File: config.mk
export PLATFORM = sky130hd
export DESIGN_NAME = alu_operand_stage
export DESIGN_NICKNAME = d
export VERILOG_FILES = /design/src/rtl/alu_operand_stage.sv
export SDC_FILE = /design/constraint.sdc
export NUM_CORES = 2
export LEC_CHECK = 0
export ABC_AREA = 1
export CORE_ASPECT_RATIO = 0.75
export CORE_MARGIN = 3
export CORE_UTILIZATION = 30
export DETAILED_ROUTE_END_ITERATION = 10
export GPL_TIMING_DRIVEN = 1
export MAX_ROUTING_LAYER = met4
export SETUP_SLACK_MARGIN = 0.15
export SYNTH_ARGS = -nofsm -noshare
export SYNTH_HDL_FRONTEND = slang
export SYNTH_SLANG_ARGS = --single-unit
File: constraint.sdc
create_clock -name clk -period 1.5 [get_ports clk]
set_clock_uncertainty 0.1 [all_clocks]
set_input_delay 0.225 -clock clk [delete_from_list [all_inputs] [get_ports clk]]
set_output_delay 0.225 -clock clk [all_outputs]
set_load 0.02 [all_outputs]
File: src/rtl/alu_operand_stage.sv
// Decode and operand-fetch stage feeding the ALU: decodes RV32I OP / OP-IMM,
// reads the register file (with write-back bypass) and registers one ALU command.
module alu_operand_stage #(
  parameter int XLEN  = 32,
  parameter int NREGS = 32
) (
  input  logic            clk,
  input  logic            rst_n,
  input  logic            in_valid,
  output logic            in_ready,
  input  logic [31:0]     instr,
  input  logic            wb_en,
  input  logic [4:0]      wb_rd,
  input  logic [XLEN-1:0] wb_data,
  output logic            out_valid,
  input  logic            out_ready,
  output logic [XLEN-1:0] operand1,
  output logic [XLEN-1:0] operand2,
  output logic [2:0]      opcode,
  output logic            is_signed,
  output logic [4:0]      rd,
  output logic            illegal
);

  localparam logic [6:0] OPC_OP     = 7'b0110011;
  localparam logic [6:0] OPC_OP_IMM = 7'b0010011;
  localparam logic [6:0] F7_ZERO    = 7'b0000000;
  localparam logic [6:0] F7_ALT     = 7'b0100000;

  typedef struct packed {
    logic [XLEN-1:0] operand1;
    logic [XLEN-1:0] operand2;
    logic [2:0]      opcode;
    logic            is_signed;
    logic [4:0]      rd;
    logic            illegal;
  } cmd_t;

  logic [XLEN-1:0] regs [NREGS];
  logic [XLEN-1:0] rs1_val, rs2_val;
  cmd_t            cmd_d, cmd_q;
  logic            accept;

  logic [6:0] major, funct7;
  logic [2:0] funct3;
  logic [4:0] rs1, rs2;

  assign major  = instr[6:0];
  assign funct3 = instr[14:12];
  assign funct7 = instr[31:25];
  assign rs1    = instr[19:15];
  assign rs2    = instr[24:20];

  assign in_ready = !out_valid || out_ready;
  assign accept   = in_valid && in_ready;

  // Register read with same-cycle forwarding of the write-back port; x0 is never forwarded.
  always_comb begin
    rs1_val = '0;
    rs2_val = '0;
    if (rs1 != '0) rs1_val = (wb_en && wb_rd == rs1) ? wb_data : regs[rs1];
    if (rs2 != '0) rs2_val = (wb_en && wb_rd == rs2) ? wb_data : regs[rs2];
  end

  // NOTE: every variable gets a default before the case split, so no path can infer a latch.
  always_comb begin
    cmd_d         = '0;
    cmd_d.illegal = 1'b1;
    unique case (major)
      OPC_OP: begin
        if (funct7 == F7_ZERO ||
            (funct7 == F7_ALT && (funct3 == 3'b000 || funct3 == 3'b101))) begin
          cmd_d.illegal   = 1'b0;
          cmd_d.operand1  = rs1_val;
          cmd_d.operand2  = rs2_val;
          cmd_d.opcode    = funct3;
          cmd_d.rd        = instr[11:7];
          cmd_d.is_signed = (funct3 == 3'b000 || funct3 == 3'b101) ? instr[30]
                          : (funct3 == 3'b010);
        end
      end
      OPC_OP_IMM: begin
        if (funct3 == 3'b001 || funct3 == 3'b101) begin
          if (funct7 == F7_ZERO || (funct7 == F7_ALT && funct3 == 3'b101)) begin
            cmd_d.illegal   = 1'b0;
            cmd_d.operand1  = rs1_val;
            cmd_d.operand2  = {{(XLEN-5){1'b0}}, instr[24:20]};
            cmd_d.opcode    = funct3;
            cmd_d.rd        = instr[11:7];
            cmd_d.is_signed = (funct3 == 3'b101) && instr[30];
          end
        end else begin
          // Immediate instructions (including SLTIU) always use the sign-extended immediate.
          cmd_d.illegal   = 1'b0;
          cmd_d.operand1  = rs1_val;
          cmd_d.operand2  = {{(XLEN-12){instr[31]}}, instr[31:20]};
          cmd_d.opcode    = funct3;
          cmd_d.rd        = instr[11:7];
          cmd_d.is_signed = (funct3 == 3'b010);
        end
      end
      default: ;
    endcase
  end

  // NOTE: the register file is reset with the rest of the stage because x1..x31 must read 0 after reset.
  always_ff @(posedge clk or negedge rst_n) begin
    if (!rst_n) begin
      for (int i = 0; i < NREGS; i++) regs[i] <= '0;
    end else if (wb_en && wb_rd != '0) begin
      regs[wb_rd] <= wb_data;
    end
  end

  // NOTE: non-blocking assignments for all state so every flop samples pre-edge values.
  always_ff @(posedge clk or negedge rst_n) begin
    if (!rst_n) begin
      out_valid <= 1'b0;
      cmd_q     <= '0;
    end else if (in_ready) begin
      out_valid <= in_valid;
      if (accept) cmd_q <= cmd_d;
    end
  end

  assign operand1  = cmd_q.operand1;
  assign operand2  = cmd_q.operand2;
  assign opcode    = cmd_q.opcode;
  assign is_signed = cmd_q.is_signed;
  assign rd        = cmd_q.rd;
  assign illegal   = cmd_q.illegal;

endmodule

==> results_dict.tcl <==
set metrics [dict create \
    fraction_of_final_layout_cells_with_drive_strength_greater_than_1 0.159 \
    routedWlPerCell_um 24.3 \
    net-switching-power_mw 28.6 \
    finalHoldViolCount 0 \
    postSynthCellCount 8182 \
    largest_net_degree_at_the_start_of_global_routing 72 \
    grt.total_usage 0.269 \
    drt_wl_total_um 273000 \
    timing.critical_path.from "out_valid" \
    design.die.area_sq_mm 0.201 \
    floorplan.initialDensity 0.302 \
    report.final.setup_viol 150 \
    grt_pass1_wl_um 398000 \
    ff2ff_path_depth 9 \
    placement.io_buffers 149 \
    ant_nets 0 \
    p_comb_frac 0.224 \
    yosysWarningCount 0 \
    most-common-layout-cells "2503 x sky130_fd_sc_hd__nand2_1, 1109 x sky130_fd_sc_hd__nand3_1, 1076 x sky130_fd_sc_hd__dfrtp_1" \
    die_w_um 517 \
    finalMaxSlewViolations 0 \
    power.static_leakage_nw 34.9 \
    failing_checks "negative setup slack" \
    slew_headroom 0.645 \
    placementRows 140 \
    area_of_combinational_cells_with_multiple_inputs_sq_mm 0.0283 \
    p_clk_frac 0.331 \
    vias_per_cell 5.68 \
    cpPeakStageDelay_ps 380 \
    reg2reg_setup_slack_ps -210 \
    setup.worst_path.end "in_ready" \
    cellInternalPower_mw 59.9 \
    crit_path_top_delay_cell "sky130_fd_sc_hd__dfrtp_1" \
    initialDrtViolationCount 9654 \
    max-clock-path-buffers 3 \
    clock_tree.htree_level_count 3 \
    layout.filler_cells 19514 \
    critical_path_required_ps 1170 \
    endpoint_kind "primary output" \
    worst_vdd_rail_ir_drop_mv 1.07 \
    area_delta_synth_final_pct 30.1 \
    cts_buffers 106 \
    final_min_period_over_clock_period 1.17 \
    clk_pin_slew_worst_paths_ps 70 \
    dp_hpwl_um 172000 \
    power.share.switching 0.323 \
    layout.nets 8663 \
    finalWeightedCongestion 0.958 \
    worstSkewPairLatency_ps 730 \
    timing.critical_path.cells "nand2_2, buf_6, buf_6" \
    clock_sinks 1099 \
    worstReg2RegEnd "operand2[17]" \
    fin_ws_ps -262 \
    sequentialPowerShare 0.445 \
    die_height_um 389 \
    worst_ep_arrival_time_ps 1440 \
    tightest_slew_ps 532 \
    layout_commonest_cell "sky130_fd_sc_hd__nand2_1" \
    coreArea_sq_mm 0.194 \
    netlist-cell-type-count 31 \
    clk_root_buffer_cell "sky130_fd_sc_hd__clkbuf_16" \
    remaining_drc_errors 0 \
    max_cap_violations 0 \
    rsz0062_at_grt "true" \
    routed-via-count 63853 \
    yosys_register_bits 1099 \
    finalCriticalPeriod_ps 1760 \
    outcome "finished with violations" \
    hold_class "primary input to flop" \
    timing.setup.critical_path_class "flop to primary output" \
    placed_area_sq_mm 0.0704 \
    worst_path_most_repeated_cell "sky130_fd_sc_hd__buf_6" \
    r2r_start "out_valid" \
    syn-mean-instance-area_sq_um 7.19 \
    post-place-ws_ps -1100 \
    synth_area_sq_mm 0.0588 \
    io_pins 150 \
    post-route-cell-area_sq_mm 0.0765 \
    number_of_global_route_vias_before_repair 59218 \
    dr.pass1.iters 7 \
    critPathMaxFanout 2 \
    globalRoute.totalOverflow 0 \
    synth_nets 8256 \
    cts_tree "yes" \
    max_freq_ghz 0.568 \
    seq_area_sq_mm 0.0275 \
    grt_antenna_before_repair 7 \
    synth_sequential_area_ratio 0.468 \
    crit_path_start_kind "flop" \
    power_per_unit_of_standard_cell_area_mw_per_mm2 1160 \
]
[power groups by stage]
stage	sequential [mW]	clock (mW)	combinational, mW
after floorplan	38.6	0	11.2
after global placement	39.4	0	18.2
after detailed placement	39.5	0	18.7
after CTS	39.1	29.5	19.3
after global routing	39.9	30.8	22.0
final	39.4	29.3	19.8
[how the worst min path moves through the flow]
stage                      from        end  slack [ps]  cells past startpoint
floorplan                 rst_n    illegal        -170                      0
global placement          rst_n  regs[741]          30                      1
detailed placement        rst_n  regs[741]          10                      1
CTS                 wb_data[19]  regs[339]          20                      3
global route        wb_data[19]  regs[339]          60                      3
finish              wb_data[19]  regs[339]          70                      3
[state kept, by name, summed over array words and instances (netlist names)]
register,flops
illegal,1
is_signed,1
opcode,3
operand1,32
operand2,32
out_valid,1
rd,5
regs,1024
[final cells by class]
cell class,instances,share of cell area
diodes,7,0.000229
clock buffers,145,0.0399
clock inverters,48,0.00830
inverters,242,0.0126
multi-input cells,6082,0.370
flip-flops and latches,1099,0.360
well taps,2556,0.0418
repair buffers,1058,0.168
[worst max-delay path: cells and delay by family (launching register included)]
family        cells  cell delay (ps)
buf+inv           2              240
flops             1              380
simple gates      1               80
[cell usage after synthesis, drive strengths merged]
cell,count,share of area
nor4,3,0.00083
a21boi,1,0.00013
nand3,1134,0.097
nor3b,1,0.00013
inv,235,0.015
clkbuf,558,0.036
nor3,14,0.0014
a31oi,15,0.0016
o221ai,20,0.0030
o22ai,7,0.00074
a221oi,1,0.00015
nand2,2546,0.16
nand4,88,0.0094
nor2,541,0.035
clkinv,7,0.00045
a21oi,435,0.037
or2,1,0.00011
a211oi,1,0.00013
o2111ai,26,0.0039
o211ai,142,0.018
o31ai,1,0.00013
buf,201,0.016
o21ai,1105,0.094
dfrtp,1099,0.47
[kinds of logic (layout without fill, tap and decap cells)]
logic type	Yosys count	in the layout	synth area share
compound gates	1754	1754	0.159
buf+inv	1001	1493	0.0667
flops	1099	1099	0.468
other cells	0	7	0
simple gates	4328	4328	0.307
[timing repair]
item                                     CTS  global route
gates cloned                              19             4
setup buffers                             45            32
hold buffers                              12             0
resized for setup                        659            74
endpoints found under the hold margin   1109             0
endpoints found under the setup margin  1138           307
pin swaps                                 47            19
[metrics by stage]
stage               utilization  cells  hold slack (ps)  TNS [ps]  power (mW)
CTS                       0.390  11194             22.5    -17860        87.9
finish                    0.393  11237             69.2    -19900        88.5
global route              0.393  11237             55.6    -24630        92.8
global placement          0.362  10925             28.4   -864640        57.6
floorplan                     -   8182             -171    -53680        49.8
detailed placement        0.362  10925             12.0   -885800        58.3
[per-layer routing]
metal	vias to the layer above	track usage	routed length, um
met5	-	-	0
met4	0	0.135	16000
met3	897	0.0598	32700
met2	4393	0.384	115000
met1	30533	0.357	109000
li1	28030	-	-
No activity file was read; power rests on OpenSTA's default activity.
